## src/rtl/mux_arbiter4.sv

```systemverilog
// mux_arbiter4: four-requester round-robin arbiter driving a shared 4-to-1
// mux. The selected word is captured into a single-entry output register and
// handed downstream with a valid/ready handshake.
//
// Build option: define ARB_BURST_LOCK_EN to keep a grant for up to MAX_BURST
// back-to-back beats. Without it every grant carries exactly one beat.
module mux_arbiter4 #(
   parameter int WIDTH     = 8,
   parameter int MAX_BURST = 4
) (
   input  logic               clk,
   input  logic               rst,
   input  logic [3:0]         req,
   input  logic [4*WIDTH-1:0] din,
   output logic [3:0]         ack,
   output logic [1:0]         sel,
   output logic [WIDTH-1:0]   dout,
   output logic               dout_valid,
   input  logic               dout_ready,
   output logic               busy
);

   localparam logic [0:0] IDLE  = 1'b0;
   localparam logic [0:0] GRANT = 1'b1;

   logic [0:0]       state;
   logic [1:0]       ptr;       // last source that completed a grant
   logic [1:0]       winner;
   logic [1:0]       cand;
   logic [WIDTH-1:0] sel_data;
   logic             slot_free;
   logic             xfer;

`ifdef ARB_BURST_LOCK_EN
   logic [3:0]       beats;     // beats already moved in the current grant
`else
   // Single-beat build: MAX_BURST stays in the parameter list so both builds
   // share one instantiation template.
   localparam int unused_max_burst = MAX_BURST;
`endif

   // Round-robin pick: first requester after ptr, wrapping, ptr itself last.
   always_comb begin
      // NOTE: every variable gets a default before any conditional assignment so no latch is inferred.
      winner = ptr + 2'd1;
      cand   = ptr;
      // Walk the candidates from farthest to nearest so the nearest one wins.
      for (int k = 4; k >= 1; k--) begin
         cand = ptr + 2'(k);
         if (req[cand]) winner = cand;
      end
   end

   // Mux the granted source onto the capture path.
   always_comb begin
      sel_data = '0;
      for (int i = 0; i < 4; i++) begin
         if (sel == 2'(i)) sel_data = din[i*WIDTH +: WIDTH];
      end
   end

   // A beat moves when the granted source still requests and the output slot
   // is empty or being drained this cycle.
   always_comb begin
      slot_free = !dout_valid || dout_ready;
      xfer      = (state == GRANT) && req[sel] && slot_free;
      ack       = xfer ? (4'b0001 << sel) : 4'b0000;
      busy      = (state == GRANT);
   end

   // Grant sequencing: arbitrate in IDLE, hold the mux select through GRANT.
   always_ff @(posedge clk) begin
      // NOTE: sequential state uses non-blocking assignments only, so every flop samples pre-edge values.
      if (rst) begin
         state <= IDLE;
         ptr   <= 2'd3;
         sel   <= 2'd0;
      end else begin
         case (state)
            IDLE: begin
               if (|req) begin
                  sel   <= winner;
                  state <= GRANT;
               end
            end
            GRANT: begin
`ifdef ARB_BURST_LOCK_EN
               if (xfer) begin
                  if (beats + 4'd1 >= 4'(MAX_BURST)) begin
                     ptr   <= sel;
                     state <= IDLE;
                  end
               end else if (!req[sel]) begin
                  // Ending a burst early still rotates priority; a grant that
                  // never moved a beat leaves the pointer alone.
                  if (beats != 4'd0) ptr <= sel;
                  state <= IDLE;
               end
`else
               if (xfer) begin
                  ptr   <= sel;
                  state <= IDLE;
               end else if (!req[sel]) begin
                  state <= IDLE;
               end
`endif
            end
            default: state <= IDLE;
         endcase
      end
   end

`ifdef ARB_BURST_LOCK_EN
   // Beat counter for the current grant; held at zero while idle.
   always_ff @(posedge clk) begin
      if (rst || state == IDLE) beats <= 4'd0;
      else if (xfer)            beats <= beats + 4'd1;
   end
`endif

   // Single-entry output register: capture wins over drain in the same cycle.
   always_ff @(posedge clk) begin
      if (rst) begin
         dout       <= '0;
         dout_valid <= 1'b0;
      end else if (xfer) begin
         dout       <= sel_data;
         dout_valid <= 1'b1;
      end else if (dout_ready) begin
         dout_valid <= 1'b0;
      end
   end

endmodule

```

## config.mk

```make
export PLATFORM = sky130hd
export DESIGN_NAME = mux_arbiter4
export DESIGN_NICKNAME = d
export VERILOG_FILES = /design/src/rtl/mux_arbiter4.sv
export SDC_FILE = /design/constraint.sdc
export NUM_CORES = 1
export LEC_CHECK = 0
export CAP_MARGIN = 0
export CORE_MARGIN = 2
export CORE_UTILIZATION = 39
export DETAILED_ROUTE_END_ITERATION = 6
export PLACE_DENSITY_LB_ADDON = 0.08
export SYNTH_ARGS = -nofsm -noshare
export SYNTH_HDL_FRONTEND = slang
export SYNTH_SLANG_ARGS = --single-unit
```

## constraint.sdc

```tcl
create_clock -name clk -period 4.3 [get_ports clk]
set_input_delay 0.43 -clock clk [delete_from_list [all_inputs] [get_ports clk]]
set_output_delay 0.43 -clock clk [all_outputs]
set_load 0.02 [all_outputs]
```

==> results.sh, run 1 <==
export IMPL_hold_depth=2
export IMPL_drt_pass1_iter_count=5
export IMPL_area_delta_synth_final_pct=66.0
export IMPL_fmax_ghz=0.355
export IMPL_path_class="in -> out"
export IMPL_start_kind="primary input"
export IMPL_synth_cell_area_um2=887
export IMPL_ant_nets=0
export IMPL_ys_seq_area_frac=0.316
export IMPL_netlist_top_cells_area="dfxtp_1 (32%), mux4_2 (18%), mux2i_1 (11%)"
export IMPL_grt_max_degree=18
export IMPL_cts_buffers=3
export IMPL_timing_hold_ws_ps=504
export IMPL_hold_end="dout[4]$_SDFFE_PP0P_"
export IMPL_synth_top_area_frac=0.316
export IMPL_grt_ovfl_total=0
export IMPL_power_frac_clock=0.240
export IMPL_rr_endpoint="dout[1]$_SDFFE_PP0P_"
export IMPL_grt_setup_unrepaired="false"
export IMPL_rows=17
export IMPL_gp_congestion=0.800
export IMPL_cts_root_buf="clkbuf_4"
export IMPL_clk_pin_slew_ps=80
export IMPL_tns_ps=0
export IMPL_cts_resized=0
export IMPL_yosys_area_top_type="dfxtp_1"
export IMPL_grt_use_total=0.185
export IMPL_htreeDepth=1
export IMPL_reg2regPathDepth=5
export IMPL_cts_tree="built"
export IMPL_final_nets=175
export IMPL_die_w_um=51.7
export IMPL_fin_skew_ps=0.775
export IMPL_grt_pass1_vias=809
export IMPL_drtIter0Drc=18
export IMPL_grt_pass1_wl_um=3590
export IMPL_worst_slew_pin_slew_ps=403
export IMPL_critical_path_max_fanout=12
export IMPL_die_h_um=51.7
export IMPL_max_slew_margin=0.730
export IMPL_num_io_pins=55
export IMPL_via_per_inst=5.30
export IMPL_cap_violations=0
export IMPL_required_ps=3870
export IMPL_postCtsHoldBufs=0
export IMPL_synth_common_cells="dfxtp_1 (14), nor2_1 (11), mux2i_1 (10), mux4_2 (7), nand2_1 (4)"
export IMPL_hold_violations=0
export IMPL_synth_avg_cell_area_um2=11.0
export IMPL_ys_warn_count=0
export IMPL_crit_arrival_ps=2390
export IMPL_portBuffers=54
export IMPL_p_comb_frac=0.378
export IMPL_coreArea_um2=2190
export IMPL_p_sw_frac=0.284
export IMPL_dpl_hpwl_um=1880
export IMPL_r2r_start="sel[1]$_SDFFE_PP0P_"
export IMPL_drv_slew=0
export IMPL_drive_gt1_frac=0.111
export IMPL_postCtsSetupRepairBufs=0
export IMPL_ir_drop_v=0.000192
export IMPL_power_density_nw_per_um2=265
export IMPL_clock_sinks=14
export IMPL_routedWlPerCell_um=14.6
export IMPL_hold_start="dout[4]$_SDFFE_PP0P_"
export IMPL_synth_cell_types=25
export IMPL_insertion_delay_ps=270
export IMPL_status="complete, no violations"
export IMPL_drt_wl_total_um=2380
export IMPL_ys_async_sr_fraction=0
export IMPL_die_area_um2=2670
export IMPL_rrSetupSlack_ps=2730
export IMPL_syn_inst=81
export IMPL_p_seq_frac=0.382
export IMPL_clk_path_buf_depth=2
export IMPL_p_switching_w=0.000111
export IMPL_cp_end_kind="output pin"
export IMPL_ys_seq_elements=14
export IMPL_p_int_w=0.000280
export IMPL_period_needed_ps=2820
export IMPL_yosys_cell_count_top_type="dfxtp_1"
export IMPL_start_util=0.405
export IMPL_synth_edf_count=0
export IMPL_min_path_type="reg -> reg"
export IMPL_diodes=0
export IMPL_antenna_found_initial=0
export IMPL_synthFlopType="dfxtp_1"
export IMPL_synth_net_count=120
export IMPL_setup_viol=0
export IMPL_route_vias_total=864
export IMPL_fin_crit_sh=0.656
export IMPL_route_detailed_drc=0
export IMPL_power_leakage_nw=0.586
[power groups by stage]
stage                     logic [W]  registers [W]  clock network, W
after global placement     0.000146       0.000152                 0
after CTS                  0.000149       0.000149         0.0000980
after detailed placement   0.000148       0.000153                 0
after global routing       0.000157       0.000151          0.000106
after floorplan           0.0000726       0.000162                 0
final                      0.000148       0.000149         0.0000938
[cells in the final DEF (no fill, tap or decap), types with 2 or more instances in the layout]
cell / instances
nand2_1: 4
nand2b_1: 2
mux4_1: 2
nor3b_1: 3
mux4_2: 7
o21bai_1: 3
mux2i_1: 10
a31oi_1: 2
clkbuf_4: 3
a221oi_1: 2
dfxtp_1: 14
buf_4: 2
clkdlybuf4s50_1: 54
nor3_1: 2
inv_1: 3
nor2_1: 11
o211ai_1: 2
[sequential cells by signal, indices dropped and copies added (netlist names)]
signal / flops
dout_valid: 1
dout: 8
sel: 2
ptr: 2
busy: 1
[cell families (layout without fill, tap and decap cells)]
| logic type | count (synthesis) | in the layout | synth area share |
|---|---|---|---|
| AND/OR/NAND/NOR | 26 | 26 | 0.161 |
| multiplexers | 19 | 19 | 0.350 |
| flip-flops | 14 | 14 | 0.316 |
| AO/OA/AOI/OAI | 13 | 13 | 0.114 |
| buffers and inverters | 9 | 63 | 0.0592 |
[per-layer routing]
metal | global-route usage | vias to the layer above | routed length, um | part of all wire
met1 | 0.199 | 417 | 947 | 0.40
met4 | 0.101 | 0 | 17 | 0.0071
met5 | 0 | - | 0 | 0
li1 | - | 420 | - | -
met2 | 0.340 | 25 | 1280 | 0.54
met3 | 0.0316 | 2 | 135 | 0.057
[metrics by stage]
step                area, um^2   util  total power [W]  setup WS, ps  std cells
detailed placement        1440  0.656         0.000301          1490        159
global placement          1440  0.656         0.000298          1520        159
global route              1470  0.672         0.000414          1400        163
finish                    1470  0.672         0.000391          1480        163
floorplan                  887      -         0.000235          2240         81
CTS                       1470  0.672         0.000396          1480        163
[area by class of cell]
type                    count  area (um^2)
inverters                   3         11.3
flip-flops and latches     14          280
repair buffers             56          556
well taps                  28         35.0
multi-input cells          58          554
fillers                   185          718
clock buffers               4         36.3
[critical path, cell delays in order]
cell             delay [ps]
clkdlybuf4s50_1         590
mux4_2                  330
nand3_4                 200
nor3b_2                 220
clkdlybuf4s50_1         620
[how the worst max path moves through the flow]
stage                   startpoint     end  slack (ps)
2_1_floorplan  sel[1]$_SDFFE_PP0P_  ack[3]        2240
3_3_place_gp                req[1]  ack[2]        1520
3_5_place_dp                req[1]  ack[2]        1490
4_1_cts                     req[1]  ack[2]        1480
5_1_grt                     req[1]  ack[2]        1400
6_report                    req[1]  ack[2]        1480
Power figures use the tool's default switching activity.
==> run 2: changes to the inputs <==
- CORE_UTILIZATION: 39 -> 33
- clock period: 4.3 -> 2.36 ns (I/O delays scaled with it)
==> run 2 against run 1 <==
Non-clock buffer count is 6 higher. Worst setup slack worse by 1300 ps. Total power is 75% higher. Clock skew is 5.3 ps higher. Flip-flop and latch count stayed put. Sequential share of layout area is 0.43 points lower. Global-route usage is 2.4 points lower. Critical path depth is 1 lower. Register-to-register slack worse by 2000 ps. Utilization is 7.5 points lower. Largest power group unchanged.
==> results.sh, run 2 (same netlist as run 1, synthesis figures left out) <==
export IMPL_die_w_um=55.8
export IMPL_critical_path_max_fanout=7
export IMPL_dpl_hpwl_um=1870
export IMPL_cp_end_kind="output pin"
export IMPL_final_cell_mix="clkdlybuf4s50_1 (54), dfxtp_1 (14), nor2_1 (11)"
export IMPL_cap_violations=0
export IMPL_hold_violations=0
export IMPL_clock_sinks=14
export IMPL_cpPeakStageDelay_ps=610
export IMPL_cts_buffers=3
export IMPL_path_class="reg -> out"
export IMPL_rr_endpoint="dout[2]$_SDFFE_PP0P_"
export IMPL_cts_root_buf="clkbuf_4"
export IMPL_required_ps=2120
export IMPL_start_util=0.352
export IMPL_largest_reg_flops=8
export IMPL_drtIter0Drc=18
export IMPL_crit_arrival_ps=1970
export IMPL_postCtsSetupRepairBufs=0
export IMPL_antenna_found_initial=0
export IMPL_min_path_type="reg -> reg"
export IMPL_grt_pass1_vias=898
export IMPL_regMostFlops="dout"
export IMPL_crit_chain="mux4_2 > nand3_4 > nor3b_2 > clkdlybuf4s50_1"
export IMPL_drv_slew=0
export IMPL_htreeDepth=1
export IMPL_die_area_um2=3120
export IMPL_gp_congestion=0.798
export IMPL_drt_wl_total_um=2350
export IMPL_max_slew_margin=0.737
export IMPL_clk_pin_slew_ps=80
export IMPL_rrSetupSlack_ps=710
export IMPL_power_density_nw_per_um2=455
export IMPL_top_regs="dout: 8 flops, ptr: 2 flops, sel: 2 flops"
export IMPL_grt_ovfl_total=0
export IMPL_fmax_ghz=0.454
export IMPL_fill_cells=231
export IMPL_insertion_delay_ps=280
export IMPL_grt_pass1_wl_um=3990
export IMPL_route_detailed_drc=0
export IMPL_p_int_w=0.000483
export IMPL_hold_end="dout[4]$_SDFFE_PP0P_"
export IMPL_slowest_stage="clkdlybuf4s50_1"
export IMPL_worst_slew_pin_slew_ps=393
export IMPL_layout_commonest_cell="clkdlybuf4s50_1"
export IMPL_hold_depth=2
export IMPL_cp_num_buf_inv=1
export IMPL_cts_tree="built"
export IMPL_area_delta_synth_final_pct=69.8
export IMPL_r2r_start="sel[0]$_SDFFE_PP0P_"
export IMPL_post_place_cells=167
export IMPL_layout_cells_non_filler=170
export IMPL_reg2regPathDepth=5
export IMPL_grt_use_total=0.161
export IMPL_routedWlPerCell_um=13.8
export IMPL_cts_resized=0
export IMPL_grt_setup_unrepaired="false"
export IMPL_p_switching_w=0.000203
export IMPL_portBuffers=54
export IMPL_coreArea_um2=2520
export IMPL_ant_nets=0
export IMPL_via_per_inst=5.23
export IMPL_clk_path_buf_depth=2
export IMPL_diodes=0
export IMPL_drive_gt1_frac=0.143
export IMPL_dpl_cell_area_um2=1480
export IMPL_fin_crit_sh=0.934
export IMPL_final_nets=181
export IMPL_route_vias_total=889
export IMPL_num_io_pins=55
export IMPL_setup_viol=0
export IMPL_tns_ps=0
export IMPL_fin_area_um2=1510
export IMPL_drt_pass1_iter_count=4
export IMPL_die_h_um=55.8
export IMPL_period_needed_ps=2200
export IMPL_power_leakage_nw=0.608
export IMPL_postCtsHoldBufs=0
export IMPL_fin_skew_ps=6.03
export IMPL_p_comb_frac=0.400
export IMPL_power_frac_clock=0.198
export IMPL_start_kind="flop"
export IMPL_ir_drop_v=0.000313
export IMPL_grt_max_degree=14
export IMPL_finalPower_w=0.000686
export IMPL_rows=18
export IMPL_p_sw_frac=0.295
export IMPL_status="complete, no violations"
export IMPL_p_seq_frac=0.402
export IMPL_cpLargestDelayFamily="buffers and inverters"
export IMPL_hold_start="dout[4]$_SDFFE_PP0P_"
[run 2: how the worst max path moves through the flow]
stage,from,endpoint,slack [ps],cells past startpoint
finish,sel[1]$_SDFFE_PP0P_,ack[2],160,4
global route,sel[1]$_SDFFE_PP0P_,ack[0],40,4
CTS,sel[1]$_SDFFE_PP0P_,ack[2],140,4
detailed placement,req[2],ack[2],200,5
global placement,req[1],ack[2],220,5
floorplan,sel[1]$_SDFFE_PP0P_,ack[3],500,4
[run 2: metal layers]
metal	vias to the layer above	track usage	wire (um)
li1	429	-	-
met1	418	0.195	972
met2	40	0.270	1130
met3	2	0.0465	222
met4	0	0.0612	21
met5	-	0	0
[run 2: tightest hold or removal path, delay by kind of cell, from the launching register on]
kind             cells  cell delay (ps)
multiplexers         1               70
AND/OR/NAND/NOR      1               70
flip-flops           1              330
[run 2: power by group through the flow]
stage | logic, W | registers (W) | clock network [W]
after floorplan | 0.000132 | 0.000295 | 0
after global placement | 0.000273 | 0.000280 | 0
after detailed placement | 0.000277 | 0.000281 | 0
after CTS | 0.000278 | 0.000276 | 0.000143
after global routing | 0.000295 | 0.000279 | 0.000152
final | 0.000274 | 0.000276 | 0.000135
[run 2: cell type report]
type,count,area [um^2],share of cell area
tap,30,37.5,0.0249
sequential,14,280,0.186
inverter,3,11.3,0.00748
clock buffer,3,22.5,0.0150
multi-input combinational,58,554,0.368
timing repair buffer,62,601,0.399
[run 2: metrics by stage]
step,utilization,worst slack (ps),hold WS [ps]
final,0.597,156,505
after global routing,0.597,37.5,538
after CTS,0.597,141,514
after detailed placement,0.588,198,491
after global placement,0.588,219,474
after floorplan,-,497,369
==> run 3: changes to the inputs <==
- PLACE_DENSITY: not set -> 0.87
- PLACE_DENSITY_LB_ADDON: 0.08 -> not set
- RECOVER_POWER: not set -> 50
==> run 3 against run 2 <==
Critical path depth did not move. Highest routed layer unchanged. Utilization is essentially flat. Global-route usage rose by 0.089 points. Critical endpoint is now ack[0]. Clock power rose by 30%. Worst setup slack improved by 68 ps. Via count up 3.3%. Sequential power about the same.
==> results.sh, run 3 (same netlist as run 1, synthesis figures left out) <==
export IMPL_power_density_nw_per_um2=477
export IMPL_coreArea_um2=2520
export IMPL_slowest_stage="mux4_2"
export IMPL_final_nets=180
export IMPL_fmax_ghz=0.468
export IMPL_drt_wl_total_um=2430
export IMPL_layout_commonest_cell="clkdlybuf4s50_1"
export IMPL_power_frac_clock=0.246
export IMPL_power_leakage_nw=0.632
export IMPL_hold_violations=0
export IMPL_cpPeakStageDelay_ps=550
export IMPL_fill_cells=234
export IMPL_p_comb_frac=0.373
export IMPL_drt_pass1_iter_count=4
export IMPL_multi_input_area_um2=554
export IMPL_cts_root_buf="clkbuf_4"
export IMPL_p_sw_frac=0.289
export IMPL_cts_buffers=3
export IMPL_p_seq_frac=0.380
export IMPL_die_area_um2=3120
export IMPL_rr_endpoint="dout[4]$_SDFFE_PP0P_"
export IMPL_antenna_found_initial=0
export IMPL_ir_drop_v=0.000310
export IMPL_grt_pass1_vias=896
export IMPL_final_cell_mix="clkdlybuf4s50_1 (44), dfxtp_1 (14), nor2_1 (11)"
export IMPL_p_switching_w=0.000208
export IMPL_postCtsSetupRepairBufs=0
export IMPL_gp_congestion=0.747
export IMPL_layout_cells_non_filler=170
export IMPL_clk_pin_slew_ps=90
export IMPL_reg2regPathDepth=5
export IMPL_top_regs="dout: 8 flops, ptr: 2 flops, sel: 2 flops"
export IMPL_grt_pass1_wl_um=4020
export IMPL_largest_reg_flops=8
export IMPL_cts_tree="built"
export IMPL_fin_skew_ps=5.06
export IMPL_hold_start="dout[2]$_SDFFE_PP0P_"
export IMPL_r2r_start="sel[0]$_SDFFE_PP0P_"
export IMPL_rows=18
export IMPL_route_detailed_drc=0
export IMPL_timing_hold_ws_ps=496
export IMPL_hold_depth=2
export IMPL_grt_ovfl_total=0
export IMPL_status="complete, no violations"
export IMPL_post_place_cells=166
export IMPL_hold_end="dout[2]$_SDFFE_PP0P_"
export IMPL_die_h_um=55.8
export IMPL_grt_max_degree=17
export IMPL_start_kind="flop"
export IMPL_dpl_cell_area_um2=1480
export IMPL_route_vias_total=918
export IMPL_path_class="reg -> out"
export IMPL_num_io_pins=55
export IMPL_crit_arrival_ps=1900
export IMPL_drv_slew=0
export IMPL_cp_num_buf_inv=1
export IMPL_insertion_delay_ps=280
export IMPL_seq_area_um2=280
export IMPL_start_util=0.352
export IMPL_area_delta_synth_final_pct=69.7
export IMPL_via_per_inst=5.40
export IMPL_postCtsHoldBufs=0
export IMPL_critical_path_max_fanout=3
export IMPL_routedWlPerCell_um=14.3
export IMPL_cpLargestDelayFamily="multiplexers"
export IMPL_p_int_w=0.000510
export IMPL_max_slew_margin=0.517
export IMPL_grt_use_total=0.162
export IMPL_die_w_um=55.8
export IMPL_tns_ps=0
export IMPL_min_path_type="reg -> reg"
export IMPL_diodes=0
export IMPL_htreeDepth=1
export IMPL_required_ps=2120
export IMPL_worst_slew_pin_slew_ps=724
export IMPL_regMostFlops="dout"
export IMPL_finalPower_w=0.000717
export IMPL_drtIter0Drc=35
export IMPL_setup_viol=0
export IMPL_clk_path_buf_depth=2
export IMPL_fin_area_um2=1510
export IMPL_crit_chain="mux4_2 > nand3_4 > nor3_1 > clkdlybuf4s50_1"
export IMPL_portBuffers=54
export IMPL_cts_resized=0
export IMPL_grt_setup_unrepaired="false"
export IMPL_cap_violations=0
export IMPL_dpl_hpwl_um=1900
export IMPL_rrSetupSlack_ps=320
export IMPL_ant_nets=0
export IMPL_cp_end_kind="output pin"
export IMPL_period_needed_ps=2140
export IMPL_drive_gt1_frac=0.129
export IMPL_fin_crit_sh=0.905
export IMPL_clock_sinks=14
## run 3: worst max path at each step
stage                              startpoint      to  slack [ps]  cells past startpoint
after global placement                 req[1]  ack[2]         260                      5
after global routing      sel[0]$_SDFFE_PP0P_  ack[0]         100                      4
after CTS                 sel[0]$_SDFFE_PP0P_  ack[0]         210                      4
after detailed placement               req[1]  ack[2]         220                      5
final                     sel[0]$_SDFFE_PP0P_  ack[0]         220                      4
after floorplan           sel[1]$_SDFFE_PP0P_  ack[3]         500                      4
## run 3: worst register-to-register path, cell delays in order, from the launching register on
cell and delay, ps:
dfxtp_1 360, mux4_2 550, nand3_4 120, clkbuf_1 560
mux2i_1 280, nor2_1 50
## run 3: area by class of cell
type / instances / area share
Timing Repair Buffer: 61 / 0.389
Multi-Input combinational cell: 58 / 0.368
Sequential cell: 14 / 0.186
Tap cell: 30 / 0.0249
Clock buffer: 4 / 0.0241
Inverter: 3 / 0.00748
## run 3: per-layer routing
metal / track usage / share of wire / vias up
li1: - / - / 429
met1: 0.171 / 0.36 / 431
met2: 0.308 / 0.55 / 51
met3: 0.0419 / 0.083 / 7
met4: 0.0578 / 0.016 / 0
met5: 0 / 0 / -
## run 3: power by group through the flow
stage	Clock [W]	Sequential, W	Combinational, W
2_1_floorplan	0	0.000295	0.000132
4_1_cts	0.000181	0.000274	0.000276
5_1_grt	0.000193	0.000276	0.000289
6_report	0.000176	0.000273	0.000268
3_3_place_gp	0	0.000277	0.000270
3_5_place_dp	0	0.000279	0.000274
## run 3: per-stage QoR
step            util  setup WS (ps)
6_report       0.597            224
4_1_cts        0.600            210
5_1_grt        0.597            105
3_5_place_dp   0.585            223
3_3_place_gp   0.585            257
2_1_floorplan      -            497
